<file path="config.mk">
export PLATFORM = sky130hd
export DESIGN_NAME = stream_fifo
export DESIGN_NICKNAME = d
export VERILOG_FILES = /design/src/rtl/fifo_pkg.sv /design/src/rtl/stream_fifo_ram.sv /design/src/rtl/stream_fifo.sv
export SDC_FILE = /design/constraint.sdc
export NUM_CORES = 1
export LEC_CHECK = 0
export BUFFER_PORTS_ARGS = -buffer_cell sky130_fd_sc_hd__buf_2
export CAP_MARGIN = 0
export CORE_ASPECT_RATIO = 0.75
export CORE_MARGIN = 2
export CORE_UTILIZATION = 54
export DETAILED_ROUTE_END_ITERATION = 7
export HOLD_SLACK_MARGIN = 0.08
export MAX_ROUTING_LAYER = met4
export PLACE_DENSITY = 0.67
export SYNTH_ARGS = -nofsm -noshare
export SYNTH_HDL_FRONTEND = slang
export SYNTH_SLANG_ARGS = --single-unit
</file>
<file path="constraint.sdc">
create_clock -name clk -period 7.1 [get_ports clk]
set_input_delay 1.065 -clock clk [delete_from_list [all_inputs] [get_ports clk]]
set_output_delay 1.065 -clock clk [all_outputs]
set_load 0.01 [all_outputs]
</file>
<file path="src/rtl/fifo_pkg.sv">
// Shared FIFO helpers: pointer, address and count widths.
// Reused by every FIFO in the tree so widths stay consistent.
package fifo_pkg;

    function automatic int unsigned addr_w(input int unsigned depth);
        return $clog2(depth);
    endfunction

    // One extra bit keeps full and empty distinguishable.
    function automatic int unsigned ptr_w(input int unsigned depth);
        return $clog2(depth) + 1;
    endfunction

    function automatic int unsigned cnt_w(input int unsigned depth);
        return $clog2(depth) + 1;
    endfunction

    function automatic bit is_pow2(input int unsigned depth);
        return (depth != 0) && ((depth & (depth - 1)) == 0);
    endfunction

endpackage

</file>
<file path="src/rtl/stream_fifo_ram.sv">
// Simple dual-port storage with registered read, no reset.
// The read register holds its value while re is low.
module stream_fifo_ram #(
    parameter int DW = 24,
    parameter int AW = 4
) (
    input  logic          clk,
    input  logic          we,
    input  logic [AW-1:0] waddr,
    input  logic [DW-1:0] wdata,
    input  logic          re,
    input  logic [AW-1:0] raddr,
    output logic [DW-1:0] rdata
);

    logic [DW-1:0] mem [0:(1<<AW)-1];

    always_ff @(posedge clk) begin
        if (we)
            mem[waddr] <= wdata;
        if (re)
            rdata <= mem[raddr];
    end

endmodule

</file>
<file path="src/rtl/stream_fifo.sv">
// First-word-fall-through stream FIFO: RAM plus two-entry output
// pipeline (RAM read register, then output register).
module stream_fifo
    import fifo_pkg::*;
#(
    parameter int DW         = 24,
    parameter int DEPTH      = 16,
    parameter int AFULL_LVL  = DEPTH - 2,
    parameter int AEMPTY_LVL = 2
) (
    input  logic                     clk,
    input  logic                     rst,
    input  logic                     i_flush,
    input  logic                     s_valid,
    input  logic [DW-1:0]            s_data,
    output logic                     s_ready,
    output logic                     m_valid,
    output logic [DW-1:0]            m_data,
    input  logic                     m_ready,
    output logic [cnt_w(DEPTH)-1:0]  o_count,
    output logic                     o_afull,
    output logic                     o_aempty,
    output logic                     o_ovf
);

    localparam int AW = addr_w(DEPTH);
    localparam int PW = ptr_w(DEPTH);
    localparam int CW = cnt_w(DEPTH);

    localparam logic [CW-1:0] FULL_C   = CW'(DEPTH);
    localparam logic [CW-1:0] AFULL_C  = CW'(AFULL_LVL);
    localparam logic [CW-1:0] AEMPTY_C = CW'(AEMPTY_LVL);
    localparam logic [CW-1:0] CNT_ONE  = CW'(1);
    localparam logic [PW-1:0] PTR_ONE  = PW'(1);

    logic [PW-1:0] wr_ptr;
    logic [PW-1:0] rd_ptr;
    logic          rdy_en;
    logic          s1_valid;
    logic          s2_valid;
    logic [DW-1:0] s2_data;
    logic [DW-1:0] ram_q;
    logic          wr_en;
    logic          rd_en;
    logic          s1_adv;
    logic          ram_re;

    // rdy_en keeps s_ready low until the first edge after reset.
    assign s_ready  = rdy_en & (o_count < FULL_C);
    assign wr_en    = s_valid & s_ready;
    assign rd_en    = s2_valid & m_ready;
    assign s1_adv   = s1_valid & (~s2_valid | m_ready);
    assign ram_re   = (rd_ptr != wr_ptr) & (~s1_valid | s1_adv);
    assign m_valid  = s2_valid;
    assign m_data   = s2_data;
    assign o_afull  = (o_count >= AFULL_C);
    assign o_aempty = (o_count <= AEMPTY_C);

    stream_fifo_ram #(
        .DW (DW),
        .AW (AW)
    ) u_ram (
        .clk   (clk),
        .we    (wr_en & ~i_flush),
        .waddr (wr_ptr[AW-1:0]),
        .wdata (s_data),
        .re    (ram_re),
        .raddr (rd_ptr[AW-1:0]),
        .rdata (ram_q)
    );

    always_ff @(posedge clk or posedge rst) begin
        if (rst) begin
            wr_ptr   <= '0;
            rd_ptr   <= '0;
            rdy_en   <= 1'b0;
            s1_valid <= 1'b0;
            s2_valid <= 1'b0;
            s2_data  <= '0;
            o_count  <= '0;
            o_ovf    <= 1'b0;
        end else begin
            rdy_en <= 1'b1;
            if (i_flush) begin
                wr_ptr   <= '0;
                rd_ptr   <= '0;
                s1_valid <= 1'b0;
                s2_valid <= 1'b0;
                o_count  <= '0;
                o_ovf    <= 1'b0;
            end else begin
                if (wr_en)
                    wr_ptr <= wr_ptr + PTR_ONE;
                if (ram_re)
                    rd_ptr <= rd_ptr + PTR_ONE;
                if (ram_re)
                    s1_valid <= 1'b1;
                else if (s1_adv)
                    s1_valid <= 1'b0;
                if (s1_adv) begin
                    s2_valid <= 1'b1;
                    s2_data  <= ram_q;
                end else if (rd_en) begin
                    s2_valid <= 1'b0;
                end
                unique case ({wr_en, rd_en})
                    2'b10:   o_count <= o_count + CNT_ONE;
                    2'b01:   o_count <= o_count - CNT_ONE;
                    default: o_count <= o_count;
                endcase
                if (s_valid & ~s_ready)
                    o_ovf <= 1'b1;
            end
        end
    end

endmodule

</file>
Word-level counts from Yosys, hierarchy flattened
Memories as Yosys holds them, arrays and structs flattened. A register that Yosys moved wholly into a read port is not among the register bits.
Index checks and enable logic that the tools add are counted.

word-level totals
  memories = 1
  output and inout bits = 34
  word-level logic and storage cells = 55
  register bits = 43
  memory bits (writable) = 384

memory list
  name       depth  width  rd ports  clocked after memory_dff  write ports  line                   RTL
  u_ram.mem  16     24     1         1                         1            stream_fifo_ram.sv:16  logic [DW-1:0] mem [0:(1<<AW)-1];

cells by class
  add/subtract/negate cells = 4
  mux-type cells = 16
  reduce and logical (&&, ||, !) cells = 7
  $lt $le $gt $ge = 3
  eq/ne operators = 3
  bitwise logic cells = 13

operator list
  operator               number
  $mux W5                5
  $add A5 B1 Y5 const B  3
  $mux W1                10
  $pmux W5 S2            1
  $reduce_bool A3 Y1     3
  $and A1 B1 Y1          7
  $reduce_bool A2 Y1     3
  $ge A5 B4 Y1 const B   1
  $le A5 B2 Y1 const B   1
  $lt A5 B5 Y1 const B   1
  $ne A5 B5 Y1           1
  $sub A5 B1 Y5 const B  1
  $not A1 Y1             4
  $eq A2 B1 Y1 const B   1
  $eq A2 B2 Y1 const B   1
  $or A1 B1 Y1           2
  $reduce_and A2 Y1      1

Logic depth before layout (Yosys ltp)
Gate-level depths: netlist of run 1.

  word-level depth = 7
  mapped depth = 9
  mapped depth without buffers = 8

By module
From an unflattened synthesis of run 1, not the netlist that was laid out.

second synthesis, totals
  cells, all modules = 808
  area total of the unflattened synthesis = 17209.0 µm²

by module, submodules not included
  module           area an instance (µm²)  seq. area each (µm²)  times used  cells each
  stream_fifo_ram  15170.8                 12251.8               1           636
  stream_fifo      2038.2                  1076.0                1           172

Worst setup path before layout of run 1
OpenSTA, ideal clock, no wires.

  kind = input-to-reg
  from = in s_valid
  to = mem u_ram.mem[0][0] (enable)
  path buffers = 0
  cell stages on the path = 4
  path slack = 3.368 ns
  data required time = 6.665 ns
  arrival time = 3.296 ns
  path through = nand3b_1 nor2_1 nand2_1 nor3_1

between the ends
  word-level cells in the longest chain between the ends = 4

ends and longest elaborated chain
  what                           line                   RTL
  start, declared                stream_fifo.sv:14      input logic s_valid,
  $and A1 B1 Y1                  stream_fifo.sv:50      assign wr_en = s_valid & s_ready;
  $and A1 B1 Y1                  stream_fifo.sv:64      .we (wr_en & ~i_flush),
  $mux W1                        stream_fifo_ram.sv:19  if (we)
  $mux W1 (implied by the code)  stream_fifo_ram.sv:20  mem[waddr] <= wdata;
  end, declared                  stream_fifo_ram.sv:16

No other way between the ends.

Worst setup path in the final report of run 1
  from = reg rd_ptr[0]
  to = reg u_ram.rdata[11] (read register of u_ram.mem), data pin

between the ends
  word-level cells in the longest chain between the ends = 2

ends and longest elaborated chain
  what                    line                   RTL
  start, declared         stream_fifo.sv:37      logic [PW-1:0] rd_ptr;
  start signal, assigned  stream_fifo.sv:95      rd_ptr <= rd_ptr + PTR_ONE;
  $ne A5 B5 Y1            stream_fifo.sv:53      assign ram_re = (rd_ptr != wr_ptr) & (~s1_valid | s1_adv);
  $and A1 B1 Y1           stream_fifo.sv:53
  end, declared           stream_fifo_ram.sv:13  output logic [DW-1:0] rdata

Several ways; a longest one is shown, not always the timed one.
A chain may end at the register's enable or synchronous reset.

==> results.toml, run 1 <==
[placement]
routabilityCongestion = 0.750
placed_area_um2 = 18200
dp_hpwl_um = 18600
io_buffer_count = 62
pre_cts_slack_ns = 3.54

[synthesis]
yosysWarningCount = 0
synthTopCellsByArea = "edfxtp_1, mux4_2, dfrtp_1"
synth-edff-count = 408
synthSimpleGateAreaFrac = 0.0232
yosys.area.top_type = "edfxtp_1"
synth_cell_type_count = 46
synth_area_um2 = 17300
synth.top_cell.area_share = 0.708
synth_nets = 796
async_reset_ff_frac = 0.0953
synthCells = 760
ys_seq_area_frac = 0.770
avgSynthCellArea_um2 = 22.8
yosys_register_bits = 451
yosys.area_share.xor_xnor = 0.00506
synth_top_family_by_area = "multiplexers"
synth_mux_area_frac = 0.175
synth_adder_area_share = 0.00506
synth-compound-area-share = 0.00825
ys.flop_type = "edfxtp_1"

[detailed_routing]
wl_um = 35000
first_iter_violations = 991
ant_nets = 0
drt-pass1-iter-count = 5
vias = 7976
avgRoutedWirePerCell_um = 27.1
route.detailed.drc = 0
vias_per_cell = 6.17

[floorplanning]
coreArea_um2 = 31400
dieWidth_um = 211
num_io_pins = 63
die_h_um = 159
start_util = 0.551
die_area_um2 = 33500
rows = 56

[min_path]
hold_start = "u_ram.rdata[7]"
hold_class = "flop to flop"
min_path_cells = 1

[sta]
fin_crit_sh = 0.486
setup_slack_ns = 3.65
tightest_slew_ns = 1.14
hold_viol = 0
clock-skew-final_ns = 0.00916
max_freq_mhz = 290
rsz0062_at_grt = "false"
tns_ns = 0
slew_violations = 0
fin_crit_ns = 3.45
slew_headroom = 0.240
setup_viol = 0

[cts]
cts_tree = "yes"
postCtsSetupBuffers = 0
clock_path_buffers = 3
clock-sinks = 451
cts_root_buf = "clkbuf_16"
ctsHtreeMaxLevel = 2
ctsResizeCount = 0
numCtsBuffers = 42
ctsHoldBuffers = 0
clk_pin_slew_ns = 0.06
clock_latency_ns = 0.54

[pwr]
leakage_nw = 6.37
vdd_ir_drop_max_mv = 0.225
p_per_area_nw_per_um2 = 339

[grt]
globalRouteOverflowTotal = 0
grt_pass1_vias = 8158
grt_first_pass_wirelength_um = 52800
grt_util_all_layers = 0.223
grt_max_degree = 73
antenna_found_initial = 2

[finish]
nNetsFinal = 887
drive_gt1_frac = 0.357
finalInstanceArea_um2 = 19500
final_cell_mix = "edfxtp_1, mux4_2, buf_2"
final_core_utilization = 0.621
final_common_cell = "edfxtp_1"
syn2layout_area_growth_pct = 12.8

[critical_path]
rr_startpoint = "rd_ptr[0]"
cp-startpoint = "rd_ptr[0]"
worstPathRequired_ns = 7.38
cp.arrival_ns = 3.73
r2r_cells = 3
critPathLaunchType = "flop"
cp-end-kind = "flop"
critical_path_class = "flop to flop"
crit_fanout = 58

[run_status]
status = "finished, final reports clean"

[job]
drv_cap = 0
==> stage by stage <==
stage / instances / power (mW) / hold WS [ns]
2_1_floorplan: 760 / 4.18 / 0.454
3_3_place_gp: 1213 / 4.51 / 0.461
3_5_place_dp: 1213 / 4.54 / 0.461
4_1_cts: 1290 / 6.69 / 0.478
5_1_grt: 1292 / 6.89 / 0.486
6_report: 1292 / 6.61 / 0.477
==> worst max-delay path, cell delays in order, from the launching register on <==
cell and delay (ns):
dfrtp_4 1.18, buf_4 0.83, mux4_2 0.65, mux4_2 0.47
==> power breakdown <==
group          leakage, nW  internal (mW)  total (mW)  switching, mW
registers             4.22           3.11        3.29          0.177
logic                 1.49          0.646        1.17          0.522
clock network        0.658           1.26        2.16          0.897
==> routing by layer <==
metal / vias to the layer above / share of wire / global-route usage
met4: 0 / 0.017 / 0.0490
met3: 56 / 0.059 / 0.0367
met1: 4266 / 0.44 / 0.327
met2: 300 / 0.48 / 0.339
li1: 3354 / - / -
met5: - / 0 / -
==> Yosys cell counts (all sizes together), types with 2 or more instances <==
| library cell | count |
|---|---|
| buf | 27 |
| mux4 | 120 |
| nor2 | 30 |
| nor3 | 8 |
| nand4 | 4 |
| dfrtp | 43 |
| mux2i | 2 |
| a31oi | 2 |
| nand3 | 2 |
| edfxtp | 408 |
| o21ai | 2 |
| nand2b | 4 |
| clkbuf | 11 |
| nand3b | 2 |
| nor2b | 6 |
| inv | 4 |
| a21boi | 2 |
| o211ai | 3 |
| and3b | 2 |
| mux2 | 27 |
| nand2 | 11 |
| ha | 7 |
| a21oi | 5 |
| xor2 | 9 |
| and2 | 3 |
==> flip-flops by register name, indices dropped and copies added, names as in the netlist <==
signal       cells
o_count          5
s1_valid         1
rdy_en           1
u_ram.rdata     24
rd_ptr           5
wr_ptr           5
m_valid          1
o_ovf            1
m_data          24
u_ram.mem      384
==> area by class of cell <==
cell class	instances	area (µm²)
antenna	2	5.00
clock buffer	66	1260
clock inverter	11	76.3
fill	2126	11900
inverter	4	15.0
multi-input combinational	267	3820
sequential	451	13300
tap	406	508
timing repair buffer	85	483
==> cell families (layout without fill, tap and decap cells) <==
logic type / after synthesis / count (layout)
fa+ha+maj: 7 / 7
other cells: 1 / 3
buf+inv: 42 / 166
simple gates: 79 / 79
compound gates: 21 / 21
xor+xnor: 10 / 10
mux: 149 / 149
flops: 451 / 451
==> path summary, 6_finish.rpt <==
path | endpoint | slack (ns)
setup / recovery | u_ram.rdata[11] | 3.65
hold / removal | m_data[7] | 0.48
setup reg to reg | u_ram.rdata[11] | 3.65
hold reg to reg | m_data[7] | 0.48
max in group asynchronous | rd_ptr[1] | 5.87
min in group asynchronous | m_data[1] | 0.72
Power figures use the tool's default switching activity.
==> run 2: changes to the inputs <==
clock period = 3.2 ns   (was 7.1 ns; I/O delays follow)
==> run 2 against run 1 <==
Sequential share of layout area shrank 0.69 points. Power increased by 120%. Core utilization up 0.63 points. Non-clock buffer count is 18 higher. Clock skew is 0.0082 ns higher.
==> results.toml, run 2 (synthesis gave the netlist of run 1 again) <==
[cts]
clock-sinks = 451
clk_pin_slew_ns = 0.06
clock_latency_ns = 0.55
ctsHtreeMaxLevel = 2
ctsHoldBuffers = 1
numCtsBuffers = 42
postCtsSetupBuffers = 0
cts_tree = "yes"
ctsResizeCount = 0
cts_root_buf = "clkbuf_16"
clock_path_buffers = 3

[pwr]
vdd_ir_drop_max_mv = 0.648
power_frac_comb = 0.190
clkPwrFrac = 0.324
leakage_nw = 6.45
p_per_area_nw_per_um2 = 751
p_int_mw = 11.2
switching_share = 0.246
netSwitchingPower_mw = 3.64
fin_total_pwr_mw = 14.8
pwr-share-seq = 0.486

[floorplanning]
die_h_um = 159
start_util = 0.551
die_area_um2 = 33500
dieWidth_um = 211
rows = 56
num_io_pins = 63
coreArea_um2 = 31400

[sta]
holdWs_ns = 0.300
tightest_slew_ns = 0.823
slew_violations = 0
max_freq_mhz = 374
slew_headroom = 0.450
tns_ns = 0
setup_viol = 0
clock-skew-final_ns = 0.0173
hold_viol = 0
setup_slack_ns = 0.529
fin_crit_sh = 0.835
fin_crit_ns = 2.67
rsz0062_at_grt = "false"

[placement]
dp_hpwl_um = 20700
routabilityCongestion = 0.789
io_buffer_count = 62
pre_cts_slack_ns = 0.466

[detailed_routing]
vias = 8017
vias_per_cell = 6.14
avgRoutedWirePerCell_um = 27.6
wl_um = 36000
ant_nets = 0
drt-pass1-iter-count = 5
route.detailed.drc = 0
first_iter_violations = 870

[critical_path]
cp.arrival_ns = 2.89
rr_startpoint = "rd_ptr[0]"
worstPathRequired_ns = 3.42
r2r_end = "u_ram.rdata[5]"
crit_fanout = 31
critPathLaunchType = "flop"
r2r_cells = 4
critical_path_class = "flop to flop"
cp-end-kind = "flop"
rrSetupSlack_ns = 0.53

[finish]
final_core_utilization = 0.628
regMostFlops = "u_ram.mem"
nNetsFinal = 905
final_cell_mix = "edfxtp_1, mux4_2, buf_2"
largest_reg_flops = 384
n_antenna_cell = 0
nFillCells = 2141
final_common_cell = "edfxtp_1"
multi_input_area_um2 = 3840
drive_gt1_frac = 0.371
regArea_um2 = 13300
syn2layout_area_growth_pct = 13.9

[min_path]
holdPathEnd = "u_ram.mem[1][18]"
hold_start = "s_data[18]"
min_path_cells = 1
hold_class = "input port to flop"

[grt]
globalRouteOverflowTotal = 0
grt_max_degree = 73
grt_util_all_layers = 0.232
grt_pass1_vias = 8344
grt_first_pass_wirelength_um = 54300
antenna_found_initial = 0

[job]
drv_cap = 0

[run_status]
status = "finished, final reports clean"
-- run 2: critical path, stage by stage (launching register included) --
cell      delay [ns]
dfrtp_4         0.86
xor2_1          0.23
nor2_1          0.14
a21boi_4        0.68
buf_4           0.41
-- run 2: routing by layer --
| metal | vias up | routed length, µm | global-route usage |
|---|---|---|---|
| met4 | 0 | 487 | 0.0490 |
| met5 | - | 0 | - |
| li1 | 3389 | - | - |
| met1 | 4317 | 15900 | 0.347 |
| met3 | 42 | 2390 | 0.0389 |
| met2 | 269 | 17300 | 0.346 |
-- run 2: worst max-delay path by stage --
stage | from | to | slack, ns | depth (start not counted)
floorplan | wr_ptr[3] | rd_ptr[0] | 0.46 | 5
global placement | rd_ptr[0] | u_ram.rdata[7] | 0.51 | 4
detailed placement | rd_ptr[0] | u_ram.rdata[6] | 0.47 | 4
CTS | rd_ptr[0] | u_ram.rdata[1] | 0.45 | 4
global route | rd_ptr[0] | u_ram.rdata[1] | 0.37 | 4
finish | rd_ptr[0] | u_ram.rdata[5] | 0.53 | 4
-- run 2: final cells by class --
cell class | count | area share
well taps | 406 | 0.0258
inverters | 4 | 0.000762
clock inverters | 16 | 0.00692
repair buffers | 103 | 0.0347
flip-flops and latches | 451 | 0.677
multi-input cells | 267 | 0.195
clock buffers | 59 | 0.0601
-- run 2: power groups by stage --
stage	Sequential (mW)	Clock (mW)	Combinational, mW
after floorplan	7.23	0	2.03
after global placement	7.32	0	2.79
after detailed placement	7.34	0	2.85
after CTS	7.21	4.90	2.86
after global routing	7.25	5.15	3.02
final	7.20	4.80	2.81
-- run 2: metrics by stage --
step	std cells	area [µm²]
floorplan	760	17300
global placement	1230	18400
detailed placement	1230	18400
CTS	1306	19700
global route	1306	19700
finish	1306	19700
